**config.mk**
```make
export PLATFORM = sky130hd
export DESIGN_NAME = apb_requester_bridge_flat
export DESIGN_NICKNAME = d
export VERILOG_FILES = /design/src/rtl/apb_requester_bridge_if.sv /design/src/rtl/apb_requester_bridge.sv /design/src/flat_wrapper.sv
export SDC_FILE = /design/constraint.sdc
export NUM_CORES = 1
export LEC_CHECK = 0
export ABC_AREA = 1
export ABC_CLOCK_PERIOD_IN_PS = 2300
export CORE_MARGIN = 2
export CORE_UTILIZATION = 41
export DETAILED_ROUTE_END_ITERATION = 16
export PLACE_DENSITY = 0.84
export SLEW_MARGIN = 20
export SYNTH_ARGS = -nofsm -noshare
export SYNTH_HDL_FRONTEND = slang
export SYNTH_SLANG_ARGS = --single-unit
export TNS_END_PERCENT = 100
```
**constraint.sdc**
```tcl
create_clock -name clk -period 2.3 [get_ports clk]
set_input_delay 0.23 -clock clk [delete_from_list [all_inputs] [get_ports clk]]
set_output_delay 0.23 -clock clk [all_outputs]
set_load 0.02 [all_outputs]
```
**src/rtl/apb_requester_bridge_if.sv**
```systemverilog
// APB bus bundle (IHI 0024D signal set) with requester and completer views.
// Widths must agree with the bridge parameters that drive it.
interface APB #(
    parameter int ADDR_WIDTH = 16,
    parameter int DATA_WIDTH = 32,
    parameter int USER_WIDTH = 1
);
    logic                    pclk;
    logic                    preset_n;
    logic [ADDR_WIDTH-1:0]   paddr;
    logic                    psel;
    logic                    penable;
    logic                    pwrite;
    logic [DATA_WIDTH-1:0]   pwdata;
    logic [DATA_WIDTH/8-1:0] pstrb;
    logic [2:0]              pprot;
    logic                    pwakeup;
    logic [USER_WIDTH-1:0]   pauser;
    logic [USER_WIDTH-1:0]   pwuser;
    logic                    pready;
    logic [DATA_WIDTH-1:0]   prdata;
    logic                    pslverr;

    modport requester (
        output pclk, preset_n, paddr, psel, penable, pwrite, pwdata, pstrb, pprot,
               pwakeup, pauser, pwuser,
        input  pready, prdata, pslverr
    );

    modport completer (
        input  pclk, preset_n, paddr, psel, penable, pwrite, pwdata, pstrb, pprot,
               pwakeup, pauser, pwuser,
        output pready, prdata, pslverr
    );
endinterface

```
**src/rtl/apb_requester_bridge.sv**
```systemverilog
// Single-outstanding valid/ready command port to APB requester bridge, one response per command.
// Optional ACCESS-phase timeout is enabled by defining APB_BRIDGE_TIMEOUT_EN.
module apb_requester_bridge #(
    parameter int DATA_WIDTH = 32,
    parameter int ADDR_WIDTH = 16,
    parameter int TIMEOUT    = 255
) (
    input  logic                    clk,
    input  logic                    rst,
    input  logic                    cmd_valid,
    output logic                    cmd_ready,
    input  logic                    cmd_write,
    input  logic [ADDR_WIDTH-1:0]   cmd_addr,
    input  logic [DATA_WIDTH-1:0]   cmd_wdata,
    input  logic [DATA_WIDTH/8-1:0] cmd_wstrb,
    input  logic [2:0]              cmd_prot,
    output logic                    rsp_valid,
    output logic [DATA_WIDTH-1:0]   rsp_rdata,
    output logic                    rsp_err,
    output logic                    rsp_timeout,
    output logic [1:0]              dbg_state,
    APB.requester                   apb
);
    localparam int STRB_W = DATA_WIDTH / 8;

    // Handshake: a command transfers on a rising edge where cmd_valid && cmd_ready;
    // cmd_valid may be held across cycles, and the response is a one-cycle rsp_valid
    // pulse with no backpressure, fields holding until the next response.
    typedef enum logic [1:0] {
        IDLE   = 2'd0,
        SETUP  = 2'd1,
        ACCESS = 2'd2
    } state_t;

    state_t                  state, state_next;
    logic                    psel_q, psel_next;
    logic                    penable_q, penable_next;
    logic                    pwrite_q, pwrite_next;
    logic [ADDR_WIDTH-1:0]   paddr_q, paddr_next;
    logic [DATA_WIDTH-1:0]   pwdata_q, pwdata_next;
    logic [STRB_W-1:0]       pstrb_q, pstrb_next;
    logic [2:0]              pprot_q, pprot_next;
    logic                    rsp_valid_q, rsp_valid_next;
    logic [DATA_WIDTH-1:0]   rsp_rdata_q, rsp_rdata_next;
    logic                    rsp_err_q, rsp_err_next;
    logic                    rsp_timeout_q, rsp_timeout_next;

`ifdef APB_BRIDGE_TIMEOUT_EN
    localparam int CNT_RAW = $clog2(TIMEOUT + 1);
    localparam int CNT_W   = (CNT_RAW < 8) ? 8 : ((CNT_RAW > 32) ? 32 : CNT_RAW);

    logic [CNT_W-1:0] cnt_q, cnt_next;
    logic             expire;

    // Expiry fires in the TIMEOUT-th ACCESS cycle still lacking pready.
    assign expire = ((cnt_q + CNT_W'(1)) == CNT_W'(TIMEOUT));
`else
    logic unused_timeout_cfg;
    assign unused_timeout_cfg = (TIMEOUT != 0);
`endif

    assign cmd_ready   = (state == IDLE) && !rst;
    assign dbg_state   = state;
    assign rsp_valid   = rsp_valid_q;
    assign rsp_rdata   = rsp_rdata_q;
    assign rsp_err     = rsp_err_q;
    assign rsp_timeout = rsp_timeout_q;

    assign apb.pclk     = clk;
    assign apb.preset_n = ~rst;
    assign apb.psel     = psel_q;
    assign apb.penable  = penable_q;
    assign apb.pwrite   = pwrite_q;
    assign apb.paddr    = paddr_q;
    assign apb.pwdata   = pwdata_q;
    assign apb.pstrb    = pstrb_q;
    assign apb.pprot    = pprot_q;
    assign apb.pwakeup  = psel_q || cmd_valid;
    assign apb.pauser   = '0;
    assign apb.pwuser   = '0;

    always_comb begin
        state_next       = state;
        psel_next        = psel_q;
        penable_next     = penable_q;
        pwrite_next      = pwrite_q;
        paddr_next       = paddr_q;
        pwdata_next      = pwdata_q;
        pstrb_next       = pstrb_q;
        pprot_next       = pprot_q;
        rsp_valid_next   = 1'b0;
        rsp_rdata_next   = rsp_rdata_q;
        rsp_err_next     = rsp_err_q;
        rsp_timeout_next = rsp_timeout_q;
`ifdef APB_BRIDGE_TIMEOUT_EN
        cnt_next         = cnt_q;
`endif
        unique case (state)
            IDLE: begin
                if (cmd_valid && cmd_ready) begin
                    paddr_next   = cmd_addr;
                    pwdata_next  = cmd_wdata;
                    pprot_next   = cmd_prot;
                    pwrite_next  = cmd_write;
                    pstrb_next   = cmd_write ? cmd_wstrb : '0;
                    psel_next    = 1'b1;
                    penable_next = 1'b0;
                    state_next   = SETUP;
                end
            end
            SETUP: begin
                penable_next = 1'b1;
                state_next   = ACCESS;
`ifdef APB_BRIDGE_TIMEOUT_EN
                cnt_next     = '0;
`endif
            end
            ACCESS: begin
                if (apb.pready) begin
                    psel_next        = 1'b0;
                    penable_next     = 1'b0;
                    state_next       = IDLE;
                    rsp_valid_next   = 1'b1;
                    rsp_err_next     = apb.pslverr;
                    rsp_timeout_next = 1'b0;
                    rsp_rdata_next   = (pwrite_q || apb.pslverr) ? '0 : apb.prdata;
                end
`ifdef APB_BRIDGE_TIMEOUT_EN
                else if (expire) begin
                    psel_next        = 1'b0;
                    penable_next     = 1'b0;
                    state_next       = IDLE;
                    rsp_valid_next   = 1'b1;
                    rsp_err_next     = 1'b1;
                    rsp_timeout_next = 1'b1;
                    rsp_rdata_next   = '0;
                end else begin
                    cnt_next = cnt_q + CNT_W'(1);
                end
`endif
            end
            default: begin
                psel_next    = 1'b0;
                penable_next = 1'b0;
                state_next   = IDLE;
            end
        endcase
    end

    always_ff @(posedge clk) begin
        if (rst) begin
            state         <= IDLE;
            psel_q        <= 1'b0;
            penable_q     <= 1'b0;
            pwrite_q      <= 1'b0;
            paddr_q       <= '0;
            pwdata_q      <= '0;
            pstrb_q       <= '0;
            pprot_q       <= '0;
            rsp_valid_q   <= 1'b0;
            rsp_rdata_q   <= '0;
            rsp_err_q     <= 1'b0;
            rsp_timeout_q <= 1'b0;
`ifdef APB_BRIDGE_TIMEOUT_EN
            cnt_q         <= '0;
`endif
        end else begin
            state         <= state_next;
            psel_q        <= psel_next;
            penable_q     <= penable_next;
            pwrite_q      <= pwrite_next;
            paddr_q       <= paddr_next;
            pwdata_q      <= pwdata_next;
            pstrb_q       <= pstrb_next;
            pprot_q       <= pprot_next;
            rsp_valid_q   <= rsp_valid_next;
            rsp_rdata_q   <= rsp_rdata_next;
            rsp_err_q     <= rsp_err_next;
            rsp_timeout_q <= rsp_timeout_next;
`ifdef APB_BRIDGE_TIMEOUT_EN
            cnt_q         <= cnt_next;
`endif
        end
    end
endmodule

```
**src/flat_wrapper.sv**
```systemverilog
// flat-port wrapper written by rule: the top's interface ports become plain ports
module apb_requester_bridge_flat 
#(
    parameter int DATA_WIDTH = 32,
    parameter int ADDR_WIDTH = 16,
    parameter int TIMEOUT    = 255
)
  (clk, rst, cmd_valid, cmd_ready, cmd_write, cmd_addr, cmd_wdata, cmd_wstrb, cmd_prot, rsp_valid, rsp_rdata, rsp_err, rsp_timeout, dbg_state, apb_pclk, apb_preset_n, apb_paddr, apb_psel, apb_penable, apb_pwrite, apb_pwdata, apb_pstrb, apb_pprot, apb_pwakeup, apb_pauser, apb_pwuser, apb_pready, apb_prdata, apb_pslverr);
  APB #(.ADDR_WIDTH(ADDR_WIDTH), .DATA_WIDTH(DATA_WIDTH)) apb_i ();
  input  logic clk;
  input  logic rst;
  input  logic cmd_valid;
  output logic cmd_ready;
  input  logic cmd_write;
  input  logic [ADDR_WIDTH-1:0] cmd_addr;
  input  logic [DATA_WIDTH-1:0] cmd_wdata;
  input  logic [DATA_WIDTH/8-1:0] cmd_wstrb;
  input  logic [2:0] cmd_prot;
  output logic rsp_valid;
  output logic [DATA_WIDTH-1:0] rsp_rdata;
  output logic rsp_err;
  output logic rsp_timeout;
  output logic [1:0] dbg_state;
  output wire logic [$bits(apb_i.pclk)-1:0] apb_pclk;
  output wire logic [$bits(apb_i.preset_n)-1:0] apb_preset_n;
  output wire logic [$bits(apb_i.paddr)-1:0] apb_paddr;
  output wire logic [$bits(apb_i.psel)-1:0] apb_psel;
  output wire logic [$bits(apb_i.penable)-1:0] apb_penable;
  output wire logic [$bits(apb_i.pwrite)-1:0] apb_pwrite;
  output wire logic [$bits(apb_i.pwdata)-1:0] apb_pwdata;
  output wire logic [$bits(apb_i.pstrb)-1:0] apb_pstrb;
  output wire logic [$bits(apb_i.pprot)-1:0] apb_pprot;
  output wire logic [$bits(apb_i.pwakeup)-1:0] apb_pwakeup;
  output wire logic [$bits(apb_i.pauser)-1:0] apb_pauser;
  output wire logic [$bits(apb_i.pwuser)-1:0] apb_pwuser;
  input wire logic [$bits(apb_i.pready)-1:0] apb_pready;
  input wire logic [$bits(apb_i.prdata)-1:0] apb_prdata;
  input wire logic [$bits(apb_i.pslverr)-1:0] apb_pslverr;
  assign apb_pclk = apb_i.pclk;
  assign apb_preset_n = apb_i.preset_n;
  assign apb_paddr = apb_i.paddr;
  assign apb_psel = apb_i.psel;
  assign apb_penable = apb_i.penable;
  assign apb_pwrite = apb_i.pwrite;
  assign apb_pwdata = apb_i.pwdata;
  assign apb_pstrb = apb_i.pstrb;
  assign apb_pprot = apb_i.pprot;
  assign apb_pwakeup = apb_i.pwakeup;
  assign apb_pauser = apb_i.pauser;
  assign apb_pwuser = apb_i.pwuser;
  assign apb_i.pready = apb_pready;
  assign apb_i.prdata = apb_prdata;
  assign apb_i.pslverr = apb_pslverr;
  apb_requester_bridge #(.DATA_WIDTH(DATA_WIDTH), .ADDR_WIDTH(ADDR_WIDTH), .TIMEOUT(TIMEOUT)) u_core (.clk(clk), .rst(rst), .cmd_valid(cmd_valid), .cmd_ready(cmd_ready), .cmd_write(cmd_write), .cmd_addr(cmd_addr), .cmd_wdata(cmd_wdata), .cmd_wstrb(cmd_wstrb), .cmd_prot(cmd_prot), .rsp_valid(rsp_valid), .rsp_rdata(rsp_rdata), .rsp_err(rsp_err), .rsp_timeout(rsp_timeout), .dbg_state(dbg_state), .apb(apb_i));
endmodule
```
## After elaboration in Yosys (flattened, before gate mapping)

Cells that the tools add are included.

| storage, ports and cells | value |
|---|---|
| output and inout port bits | 101 |
| register bits after elaboration | 94 |

| cells by class | value |
|---|---|
| bitwise gates (word level) | 3 |
| reduce and logical (&&, ||, !) cells | 11 |
| mux-type cells | 11 |
| equal/unequal tests | 4 |

Operators by type and width:

| kind | count |
|---|---|
| 2-to-1 mux 32 bit | 1 |
| case mux 1 bit (3 select lines) | 2 |
| case mux 2 bit (3 select lines) | 1 |
| AND reduction 2 bit | 3 |
| 2-to-1 mux 1 bit | 4 |
| 2-to-1 mux 2 bit | 2 |
| 2-to-1 mux 4 bit | 1 |
| inequality test 2 bit, second input constant | 2 |
| inverter 1 bit | 3 |
| AND reduction 3 bit | 1 |
| == test 2 x 1 -> 1 bit, second input constant | 1 |
| == test 2 bit, second input constant | 1 |
| logical AND 1 bit | 2 |
| logical NOT 2 bit | 1 |
| logical OR 1 bit | 2 |
| OR reduction 2 bit | 1 |
| logical NOT 1 bit | 1 |

## Depth between registers and ports, before layout

Gate-level depths: netlist of the first run.

| depth | value |
|---|---|
| depth in word-level cells | 5 |
| depth in mapped cells | 7 |

==> flow_metrics.py, run 1 <==
metrics = {
    "place": {
        "dp_hpwl_um": 7220,
        "post-place-ws_ps": 412,
        "placement.cell_area_sq_mm": 0.00533,
        "place.gp.congestion": 0.830,
        "placement.io_buffers": 190,
        "dp_cells": 699,
    },
    "finish": {
        "multi_input_area_sq_mm": 0.00129,
        "antenna_cells": 0,
        "layout_commonest_cell": "sky130_fd_sc_hd__clkdlybuf4s50_1",
        "fill_cells": 668,
        "stdcell_area_sq_mm": 0.00555,
        "drive_gt1_share_pct": 5.06,
        "layout.area.seq_sq_mm": 0.00188,
        "filler_free_cell_count_of_the_finished_design": 718,
        "mostFrequentLayoutCells": "sky130_fd_sc_hd__clkdlybuf4s50_1 (190), sky130_fd_sc_hd__nand2_1 (146), sky130_fd_sc_hd__dfxtp_1 (94)",
        "area_growth_pct": 62.9,
        "fin_nets": 701,
    },
    "cts": {
        "post_cts.repair.setup_buffers": 0,
        "clock_insertion_delay_at_the_later_pin_of_the_skew_report_ps": 450,
        "path_clk_slew_ps": 90,
        "cts_resized": 0,
        "cts-hold-fix-buffers": 0,
        "cts_tree": "done",
    },
    "floorplan": {
        "floorplan.initialDensity_pct": 41.9,
        "floorplan.core_area_sq_mm": 0.00813,
        "die_height_um": 95.1,
        "std_cell_rows": 33,
        "die_area_sq_mm": 0.00905,
        "chipWidth_um": 95.1,
        "top_level_i_o_count": 194,
    },
    "routing": {
        "drt_first_iter_violations": 130,
        "wl_um": 10100,
        "drt_drc_violations_left": 0,
        "via_count": 3464,
        "wire_length_per_cell_after_detailed_routing_um": 14.1,
        "detail_route.first_pass.iterations": 4,
        "vias_cell": 4.82,
        "drt.antenna.violating_nets": 0,
    },
    "sta": {
        "setup_viol": 0,
        "finalSetupTns_ps": 0,
        "final_critical_path_setup_slack_ps": 162,
        "report.final.hold_viol_count": 0,
        "finalClockSkew_ps": 7.68,
        "drv_slew": 0,
        "rsz_0062_raised_after_global_routing": "no",
    },
    "yosys": {
        "synthTopCellsByArea": "sky130_fd_sc_hd__dfxtp_1 (55%), sky130_fd_sc_hd__nand2_1 (16%), sky130_fd_sc_hd__nand3_1 (12%)",
        "yosysWarnings": 0,
        "synthMuxAreaShare_pct": 0,
        "synth_area_leader_cell": "sky130_fd_sc_hd__dfxtp_1",
        "synth_area_in_compound_gates_pct": 6.17,
        "yosysTopAreaCellShare_pct": 55.3,
        "dominant_combinational_cell_family_by_area_after_synthesis": "simple AND/OR/NAND/NOR gates",
        "postSynthCellCount": 429,
        "syn-mean-instance-area_sq_um": 7.94,
        "synthXorXnorAreaFrac_pct": 0,
        "seq_area_frac_synth_pct": 55.3,
        "yosys.cell_types.count": 20,
        "ys_seq_elements": 94,
        "post_synth_instance_area_sq_mm": 0.00341,
        "yosys.area_share.adder_pct": 0,
        "simple_gate_area_share_of_the_yosys_netlist_pct": 31.2,
    },
    "worst_setup_path": {
        "setup.worst_path.class": "clk -> out",
        "cp.required_ps": 2070,
        "critPathCaptureType": "output port",
        "startpoint_type": "clock port",
        "crit_arrival_ps": 1910,
        "largest_fanout_on_the_critical_path": 2,
    },
    "min_path": {
        "hold_class": "in -> reg",
    },
    "power_and_ir_drop": {
        "power.density_cell_area_mw_per_mm2": 645,
        "maximum_vdd_drop_uv": 570,
        "power.leakage_nw": 2.31,
    },
    "global_route": {
        "grt_start_max_net_pins": 53,
        "track_usage_pct": 22.4,
        "initial_antenna_violation_count": 0,
        "grt_first_pass_wirelength_um": 15600,
        "globalRoute.totalOverflow": 0,
        "grt_pass1_vias": 3294,
    },
    "flow_run": {
        "max_cap_viol_count": 0,
    },
    "status": {
        "result_of_the_run": "complete, no violations",
    },
}
-- critical path, cell delays in order --
cell	delay (ps)
sky130_fd_sc_hd__clkbuf_8	110
sky130_fd_sc_hd__clkbuf_8	120
sky130_fd_sc_hd__clkdlybuf4s50_1	520
-- layout make-up --
class / instances / area share [%]
Sequential cell: 94 / 33.9
Timing Repair Buffer: 197 / 35.6
Tap cell: 105 / 2.37
Clock buffer: 15 / 3.47
Inverter: 12 / 0.812
Multi-Input combinational cell: 290 / 23.2
Clock inverter: 5 / 0.631
-- report_power, final --
part	switching, mW	internal, mW
clock	0.600	0.564
combinational	0.315	0.343
sequential	0.0486	1.71
total	0.963	2.62
-- flip-flops by register name, summed over array words and instances, names as in the netlist --
name	flops
u_core.apb.pwrite	1
u_core.apb.psel	1
u_core.apb.pprot	3
u_core.rsp_valid	1
u_core.apb.paddr	16
u_core.apb.pstrb	4
u_core.rsp_err	1
u_core.dbg_state	2
u_core.rsp_rdata	32
u_core.apb.penable	1
u_core.apb.pwdata	32
-- synth_stat cells --
| cell type | number |
|---|---|
| sky130_fd_sc_hd__a21oi_1 | 7 |
| sky130_fd_sc_hd__buf_1 | 1 |
| sky130_fd_sc_hd__buf_2 | 18 |
| sky130_fd_sc_hd__buf_4 | 7 |
| sky130_fd_sc_hd__buf_6 | 3 |
| sky130_fd_sc_hd__clkbuf_1 | 6 |
| sky130_fd_sc_hd__conb_1 | 1 |
| sky130_fd_sc_hd__dfxtp_1 | 94 |
| sky130_fd_sc_hd__inv_1 | 10 |
| sky130_fd_sc_hd__inv_2 | 2 |
| sky130_fd_sc_hd__nand2_1 | 146 |
| sky130_fd_sc_hd__nand3_1 | 85 |
| sky130_fd_sc_hd__nand3_2 | 1 |
| sky130_fd_sc_hd__nand3b_1 | 1 |
| sky130_fd_sc_hd__nand4_1 | 6 |
| sky130_fd_sc_hd__nor2_1 | 3 |
| sky130_fd_sc_hd__nor2_4 | 1 |
| sky130_fd_sc_hd__nor2b_1 | 1 |
| sky130_fd_sc_hd__nor3_1 | 1 |
| sky130_fd_sc_hd__o21ai_0 | 35 |
-- worst paths after layout --
| kind | from | endpoint | slack, ps | cells past startpoint |
|---|---|---|---|---|
| worst max-delay path | clk | apb_pclk | 160 | 3 |
| worst min-delay path | cmd_wdata[24] | u_core.apb.pwdata[24] | 320 | 3 |
| worst max register to register | u_core.dbg_state[1] | u_core.apb.pwdata[8] | 880 | 6 |
| worst min register to register | u_core.rsp_err | u_core.rsp_err | 460 | 2 |
-- kinds of logic (layout without fill, tap and decap cells) --
kind of cell           Yosys count  count (layout)
AND/OR/NAND/NOR                245             245
flip-flops                      94              94
buffers and inverters           47             229
AO/OA/AOI/OAI                   42              42
other                            1               3
-- per-stage QoR --
step	total power, mW	utilization [%]	hold WS (ps)
3_5_place_dp	2.52	65.5	448
6_report	3.58	68.2	317
2_1_floorplan	2.13	-	340
3_3_place_gp	2.50	65.5	433
4_1_cts	3.63	68.2	296
5_1_grt	3.77	68.2	290
-- routing by layer --
layer  share of wire, %  global-route usage (%)  wire length, um  vias up
li1                   -                       -                -     1745
met1                 41                    25.6             4100     1561
met2                 48                    36.8             4860      136
met3                8.5                    7.75              863       22
met4                2.7                    12.1              273        0
met5                  0                       0                0        -
(Power assumes the default switching activity.)
==> inputs of run 2 (changes only) <==
--- a/config.mk
+++ b/config.mk
@@ -11,6 +11,7 @@
 export CORE_UTILIZATION = 41
 export DETAILED_ROUTE_END_ITERATION = 16
 export PLACE_DENSITY = 0.84
+export SETUP_SLACK_MARGIN = 0.15
 export SLEW_MARGIN = 20
 export SYNTH_ARGS = -nofsm -noshare
 export SYNTH_HDL_FRONTEND = slang
==> run 2 against run 1 <==
Against the previous run:
- first-iteration DRC count decreased by 2.3%
- count of clock-buffer cells in the layout unchanged
- cell area about the same
- combinational power about the same
- clock skew increased by 1.2 ps
- routed wire length about the same
- critical path type is now reg -> out
- critical endpoint is now cmd_ready
==> flow_metrics.py, run 2 (same netlist as run 1, synthesis figures left out) <==
metrics = {
    "status": {
        "result_of_the_run": "complete, no violations",
    },
    "sta": {
        "final.hold.worst_slack_ps": 319,
        "setup_viol": 0,
        "finalWorstPathRequiredPeriod_ps": 1930,
        "finalSetupTns_ps": 0,
        "achievable-frequency_mhz": 517,
        "finalClockSkew_ps": 8.84,
        "min_period_over_period_pct": 84.1,
        "report.final.hold_viol_count": 0,
        "rsz_0062_raised_after_global_routing": "no",
        "drv_slew": 0,
        "final_critical_path_setup_slack_ps": 367,
    },
    "power_and_ir_drop": {
        "power.leakage_nw": 2.32,
        "post-layout-total-power_mw": 3.58,
        "power.density_cell_area_mw_per_mm2": 644,
        "maximum_vdd_drop_uv": 551,
    },
    "routing": {
        "drt_first_iter_violations": 127,
        "via_count": 3476,
        "wire_length_per_cell_after_detailed_routing_um": 14.1,
        "drt_drc_violations_left": 0,
        "detail_route.first_pass.iterations": 4,
        "vias_cell": 4.84,
        "wl_um": 10100,
        "drt.antenna.violating_nets": 0,
    },
    "floorplan": {
        "floorplan.core_area_sq_mm": 0.00813,
        "die_height_um": 95.1,
        "std_cell_rows": 33,
        "die_area_sq_mm": 0.00905,
        "chipWidth_um": 95.1,
        "top_level_i_o_count": 194,
        "floorplan.initialDensity_pct": 41.9,
    },
    "place": {
        "dp_hpwl_um": 7220,
        "post-place-ws_ps": 412,
        "placement.io_buffers": 190,
        "place.gp.congestion": 0.830,
    },
    "finish": {
        "fin_nets": 701,
        "layout_commonest_cell": "sky130_fd_sc_hd__clkdlybuf4s50_1",
        "area_growth_pct": 63.0,
        "drive_gt1_share_pct": 5.06,
        "mostFrequentLayoutCells": "sky130_fd_sc_hd__clkdlybuf4s50_1 (189), sky130_fd_sc_hd__nand2_1 (146), sky130_fd_sc_hd__dfxtp_1 (94)",
        "final_core_utilization_pct": 68.3,
        "antenna_cells": 0,
    },
    "global_route": {
        "grtUsageMet3_pct": 7.75,
        "grt_pass1_vias": 3294,
        "grt.busiest_layer": "met2",
        "grt_first_pass_wirelength_um": 15600,
        "globalRoute.totalOverflow": 0,
        "initial_antenna_violation_count": 0,
        "track_usage_pct": 22.4,
        "grt_start_max_net_pins": 53,
        "groute.layer.met1.usage_pct": 25.6,
        "grtUsageMet2_pct": 36.8,
    },
    "worst_setup_path": {
        "source_of_the_worst_register_to_register_timing_path": "u_core.dbg_state[1]",
        "reg2reg_depth": 6,
        "crit_arrival_ps": 1700,
        "reg2reg_setup_slack_ps": 880,
        "critPathCaptureType": "output port",
        "cp.required_ps": 2070,
        "regToRegEndpoint": "u_core.apb.pwdata[8]",
        "startpoint_type": "register",
        "largest_fanout_on_the_critical_path": 7,
        "setup.worst_path.class": "reg -> out",
    },
    "min_path": {
        "worst_hold_startpoint": "cmd_wdata[24]",
        "hold_class": "in -> reg",
        "timing.hold.worst_endpoint": "u_core.apb.pwdata[24]",
        "hold_depth": 3,
    },
    "cts": {
        "cts-hold-fix-buffers": 0,
        "cts_resized": 0,
        "clock_insertion_delay_at_the_later_pin_of_the_skew_report_ps": 440,
        "post_cts.repair.setup_buffers": 0,
        "path_clk_slew_ps": 90,
        "cts_tree": "done",
    },
    "flow_run": {
        "max_cap_viol_count": 0,
    },
}
==> run 2: cell types whose count changed in the layout (fill, tap and decap cells not counted) <==
cell / delta
sky130_fd_sc_hd__clkdlybuf4s50_1: -1
sky130_fd_sc_hd__dlymetal6s2s_1: +1
==> run 2: layout make-up <==
cell class,count,area (sq um)
Clock inverter,5,35.0
Tap cell,105,131
Sequential cell,94,1880
Fill cell,668,2580
Timing Repair Buffer,197,1980
Inverter,12,45.0
Clock buffer,15,195
Multi-Input combinational cell,290,1290
==> run 2: where the power goes <==
group	internal (mW)	switching, mW
logic	0.343	0.315
registers	1.71	0.0487
clock network	0.560	0.597
total	2.61	0.961
==> run 2: worst max-delay path by stage <==
stage                              from        end  slack [ps]
floorplan                           clk   apb_pclk         790
global placement                    clk   apb_pclk         410
detailed placement                  clk   apb_pclk         410
CTS                                 clk   apb_pclk         160
global route        u_core.dbg_state[1]  cmd_ready         230
finish              u_core.dbg_state[1]  cmd_ready         370
==> run 2: through the flow <==
stage / area, sq um / instances
detailed placement: 5330 / 699
global route: 5550 / 718
global placement: 5330 / 699
CTS: 5550 / 718
finish: 5550 / 718
floorplan: 3410 / 431
==> run 2: metal layers <==
metal  routed length, um  part of all wire (%)
met4                 229                   2.3
met2                4900                    48
met3                 852                   8.4
met1                4120                    41
met5                   0                     0
==> run 2: worst max-delay path: stages, from the launching register on <==
cell	delay, ps
sky130_fd_sc_hd__dfxtp_1	410
sky130_fd_sc_hd__nor3_1	210
sky130_fd_sc_hd__clkdlybuf4s50_1	640
